**config.mk**
```make
export PLATFORM = sky130hd
export DESIGN_NAME = seq_det_1011
export DESIGN_NICKNAME = d
export VERILOG_FILES = /design/src/rtl/seq_det_1011_pkg.sv /design/src/rtl/sat_counter.sv /design/src/rtl/seq_det_1011.sv
export VERILOG_INCLUDE_DIRS = /design/src /design/src/rtl
export SDC_FILE = /design/constraint.sdc
export NUM_CORES = 1
export LEC_CHECK = 0
export BUFFER_PORTS_ARGS = -buffer_cell sky130_fd_sc_hd__buf_2
export CORE_UTILIZATION = 44
export CTS_BUF_LIST = sky130_fd_sc_hd__clkbuf_16
export CTS_CLUSTER_DIAMETER = 30
export DETAILED_ROUTE_END_ITERATION = 16
export GPL_TIMING_DRIVEN = 0
export PLACE_DENSITY = 0.71
export SETUP_SLACK_MARGIN = 0.02
export SLEW_MARGIN = 0
export SYNTH_ARGS = -nofsm -noshare
export SYNTH_HDL_FRONTEND = slang
export SYNTH_SLANG_ARGS = --single-unit
export TNS_END_PERCENT = 5
```
**constraint.sdc**
```tcl
create_clock -name Clk -period 1.49 [get_ports Clk]
set_clock_uncertainty 0.1 [all_clocks]
set_input_delay 0.298 -clock Clk [delete_from_list [all_inputs] [get_ports Clk]]
set_output_delay 0.298 -clock Clk [all_outputs]
set_load 0.02 [all_outputs]
```
**src/rtl/seq_det_defs.vh**
```
// seq_det_defs.vh
// State width and state encodings of the 1011 sequence detector. This file
// is included by seq_det_1011_pkg. The RTL and the testbench both import that
// package, so they share these values.
// Only macros are defined here. The include guard makes it safe to pull this
// file in more than once.
`ifndef SEQ_DET_DEFS_VH
`define SEQ_DET_DEFS_VH

`define SEQ_DET_STATE_W 3
`define SEQ_DET_IDLE    3'd0
`define SEQ_DET_S1      3'd1
`define SEQ_DET_S10     3'd2
`define SEQ_DET_S101    3'd3
`define SEQ_DET_MATCH   3'd4

`endif

```
**src/rtl/seq_det_1011_pkg.sv**
```systemverilog
// seq_det_1011_pkg
// Gives the detector's state encodings a type. The numeric codes come from
// seq_det_defs.vh. Codes 5..7 are deliberately left unnamed. The FSM treats
// them as illegal.
package seq_det_1011_pkg;

`include "seq_det_defs.vh"

  localparam int STATE_W = `SEQ_DET_STATE_W;

  typedef enum logic [STATE_W-1:0] {
    IDLE  = `SEQ_DET_IDLE,   // nothing useful seen yet
    S1    = `SEQ_DET_S1,     // suffix "1"
    S10   = `SEQ_DET_S10,    // suffix "10"
    S101  = `SEQ_DET_S101,   // suffix "101"
    MATCH = `SEQ_DET_MATCH   // full "1011" just seen
  } state_e;

endpackage

```
**src/rtl/sat_counter.sv**
```systemverilog
// sat_counter
// Up-counter that stops at its maximum value instead of wrapping.
// Ports:
//   Clk - clock
//   rst - asynchronous active-low reset; while low, q = 0
//   clr - synchronous clear; wins over inc on the same edge
//   inc - increment request for this edge
//   q   - count value, W bits
module sat_counter #(
  parameter int W = 8
) (
  input  logic         Clk,
  input  logic         rst,
  input  logic         clr,
  input  logic         inc,
  output logic [W-1:0] q
);

  logic [W-1:0] q_reg;

  always_ff @(posedge Clk or negedge rst) begin
    if (!rst) begin
      q_reg <= '0;
    end else if (clr) begin
      q_reg <= '0;
    end else if (inc && (q_reg != '1)) begin
      q_reg <= q_reg + W'(1);
    end
  end

  assign q = q_reg;

endmodule

```
**src/rtl/seq_det_1011.sv**
```systemverilog
// seq_det_1011
// Moore FSM that finds the serial pattern 1,0,1,1. The first bit received is
// the first bit of the pattern. Matches may overlap. D is used only on edges
// where en=1. A saturating counter counts how many times MATCH is entered.
// Ports:
//   Clk       - clock; all state changes on its rising edge
//   rst       - asynchronous active-low reset (0 = reset)
//   D         - serial data bit
//   en        - sample qualifier for D
//   cnt_clr   - synchronous clear of match_cnt (does not affect the FSM)
//   match     - high while the FSM is in MATCH; comes straight from a flop
//   match_cnt - number of detections, saturating at 2^CNT_W-1
//   state     - current FSM state code, for debug
module seq_det_1011
  import seq_det_1011_pkg::*;
#(
  parameter int CNT_W = 8  // legal range 2..16
) (
  input  logic               Clk,
  input  logic               rst,
  input  logic               D,
  input  logic               en,
  input  logic               cnt_clr,
  output logic               match,
  output logic [CNT_W-1:0]   match_cnt,
  output logic [STATE_W-1:0] state
);

  // The state is held as a plain vector, not the enum type. This way the
  // unused codes 5..7 can exist and the default branch can recover from them.
  logic [STATE_W-1:0] state_reg;
  logic [STATE_W-1:0] state_next;
  logic               match_reg;
  logic               enter_match;

  always_ff @(posedge Clk or negedge rst) begin
    if (!rst) begin
      state_reg <= IDLE;
      match_reg <= 1'b0;
    end else begin
      state_reg <= state_next;
      // match is registered from the next-state decode, so it changes on the
      // same edge as state_reg and has no combinational path from D or en.
      match_reg <= (state_next == MATCH);
    end
  end

  always_comb begin
    state_next  = state_reg;
    enter_match = 1'b0;
    case (state_reg)
      IDLE: begin
        if (en) state_next = D ? S1 : IDLE;
      end
      S1: begin
        if (en) state_next = D ? S1 : S10;
      end
      S10: begin
        if (en) state_next = D ? S101 : IDLE;
      end
      S101: begin
        if (en) begin
          if (D) begin
            state_next  = MATCH;
            enter_match = 1'b1;
          end else begin
            state_next  = S10;
          end
        end
      end
      MATCH: begin
        // The trailing "1" of a match can start a new pattern, and "1"+"0"
        // is the prefix "10". This is how overlapping matches are found.
        if (en) state_next = D ? S1 : S10;
      end
      default: begin
        // Illegal codes go back to IDLE on the next edge, even when en=0.
        state_next = IDLE;
      end
    endcase
  end

  sat_counter #(
    .W (CNT_W)
  ) u_match_cnt (
    .Clk (Clk),
    .rst (rst),
    .clr (cnt_clr),
    .inc (enter_match),
    .q   (match_cnt)
  );

  assign match = match_reg;
  assign state = state_reg;

endmodule

```
==> flow_summary.toml <==
[run_status]
status = "complete, but fails checks"
failed_checks = "negative setup slack"

[placed_design]
place.gp.congestion = 0.858
place_hpwl_um = 980
port_buffers = 15
dp_cells = 96
place_worst_setup_slack_ps = -164

[worst_hold_path]
whs_path_depth = 2
hold_path_class = "input port to flip-flop"
hp-start = "en"
min_to = "state[0]"

[floorplan]
die_area_sq_um = 1640
start_util_pct = 48.8
row_count = 13
ios = 17
die_w_um = 40.5
coreArea_sq_um = 1330
die_height_um = 40.5

[synthesis]
yosys_register_bits = 12
yosysSeqAreaShare_pct = 46.2
netlist_top_cells_area = "dfrtp_1 (46%), mux2i_1 (6.2%), nor2_1 (4.0%), nand2_1 (3.5%), o211ai_4 (3.3%)"
synthFlopType = "dfrtp_1"
synth_area_per_cell_sq_um = 9.86
synth_top_area_share_pct = 46.2
synth_top_area_cell = "dfrtp_1"
syn_nets = 72
synth_area_sq_um = 651
ys_types = 27
async_flop_share_pct = 100
syn_inst = 66
yosys_warnings = 0
synth_edf_count = 0

[pwr]
vdd_drop_max_mv = 0.901
clock_power_share_pct = 51.1
sw_frac_of_total_pct = 22.6
seqPwrFrac_pct = 36.8
power_switching_w = 0.000215
p_int_w = 0.000736
power_density_nw_per_um2 = 1060
combPwrFrac_pct = 12.1
leakagePower_nw = 0.423

[grt]
grt_pass1_wl_um = 2360
grt_usage_pct = 23.5
grt_pass1_vias = 561
overflow = 0
met2_usage_pct = 41.7
globalRouteMet3Util_pct = 10.0
antenna_found_initial = 0
top_usage_layer = "met2"
grt_max_degree = 13
gr-usage-met1_pct = 25.6

[worst_setup_path]
cp-start-kind = "flip-flop"
required_ps = 1500
regToRegStartpoint = "state[2]"
cp.arrival_ps = 1560
end_kind = "flip-flop"
cp_max_fo = 5
criticalPathCategory = "flip-flop to flip-flop"
reg2reg_depth = 4
r2r-end = "u_match_cnt.q[5]"
rrSetupSlack_ps = -60
worstSetupStartpoint = "state[2]"

[clock_tree]
numCtsBuffers = 3
clkSinkCount = 12
clock_path_buffers = 2
cts_tree = "done"
clockRootBuffer = "clkbuf_16"
clk_latency_ps = 240
htree_num_levels = 1
clk_pin_slew_ps = 40

[routing]
wl_per_cell_um = 14.2
antenna_left = 0
drtPass1Iterations = 4
drt_iter0_drc = 12
vias = 588
drt-total-wl_um = 1470
detail_route.vias_per_cell = 5.65
drc_errors = 0

[timing]
setup_ws_ps = -59.1
drv_slew = 0
fin_setup_tns_ps = -269
finalCriticalPeriod_ps = 1550
max_freq_ghz = 0.646
rsz0062_at_grt = "yes"
tightestPinTransition_ps = 370
hold_viol_final = 0
setup_viol = 6
slew_headroom_pct = 75.3
fin_crit_sh_pct = 104

[finish]
drive_gt1_share_pct = 41.6
fin_nets = 96
nFillCells = 112
largest_register_ffs = 8
final_cell_mix = "buf_2 (15), dfrtp_1 (7), nand2_1 (6), nor2_1 (6), dfrtp_2 (5)"
stdcell_count = 104
area_growth_pct = 38.3
layout_commonest_cell = "buf_2"
diodes = 0

[flow_run]
cap_violations = 0
## through the flow
stage / utilization (%) / area, sq um / hold slack (ps) / total power [W]
finish: 67.4 / 900 / 197 / 0.000952
global placement: 56.1 / 748 / 89.0 / 0.000449
detailed placement: 56.1 / 748 / 91.9 / 0.000453
floorplan: - / 654 / -97.6 / 0.000417
global route: 67.4 / 900 / 206 / 0.000995
CTS: 65.7 / 876 / 188 / 0.000958
## metal layers
metal,vias up,wire length [um]
met5,-,0
met4,0,7
met3,2,71
met2,15,750
met1,280,643
li1,291,-
## critical path, stage by stage, from the launching register on
cell	delay, ps
dfrtp_2	420
nand3b_1	190
or4_4	490
mux2i_1	160
nor2_1	50
## synth_stat cells, types with 3 or more instances
| cell type | n |
|---|---|
| a21oi_1 | 4 |
| dfrtp_1 | 12 |
| inv_1 | 3 |
| mux2i_1 | 4 |
| nand2_1 | 6 |
| nand4_1 | 3 |
| nor2_1 | 7 |
## worst max-delay path by stage
stage                        to  slack [ps]
6_report       u_match_cnt.q[5]         -60
5_1_grt        u_match_cnt.q[1]        -130
4_1_cts        u_match_cnt.q[5]         -80
3_5_place_dp   u_match_cnt.q[3]        -160
3_3_place_gp   u_match_cnt.q[4]        -140
2_1_floorplan  u_match_cnt.q[5]        -140
## logic make-up after synthesis
logic type / synth area share, %
AO/OA/AOI/OAI: 15.8
XOR/XNOR: 1.35
AND/OR/NAND/NOR: 23.5
buffers and inverters: 5.19
flip-flops: 46.2
multiplexers: 6.15
adder cells (fa/ha/maj): 1.92
## timing repair
item                                    in CTS  in global routing
hold buffers                                 1                  0
endpoints found under the hold margin       12                  0
pin swaps                                    3                  3
resized for setup                            4                  7
endpoints found under the setup margin       8                  9
cloned                                       0                  0
setup buffers                                4                  0
## power by group through the flow
stage | logic, W | clock network, W | registers [W]
CTS | 0.000114 | 0.000495 | 0.000349
global route | 0.000127 | 0.000516 | 0.000353
global placement | 0.0000965 | 0 | 0.000352
detailed placement | 0.000100 | 0 | 0.000353
floorplan | 0.0000517 | 0 | 0.000366
finish | 0.000115 | 0.000486 | 0.000350
## cell type report
type	count	area (sq um)	area share, %
Clock buffer	3	75.1	8.34
Timing Repair Buffer	20	115	12.8
Sequential cell	12	307	34.1
Tap cell	15	18.8	2.09
Clock inverter	1	3.75	0.417
Buffer	2	15.0	1.67
Multi-Input combinational cell	48	354	39.4
Inverter	3	11.3	1.25
(Power assumes the default switching activity.)
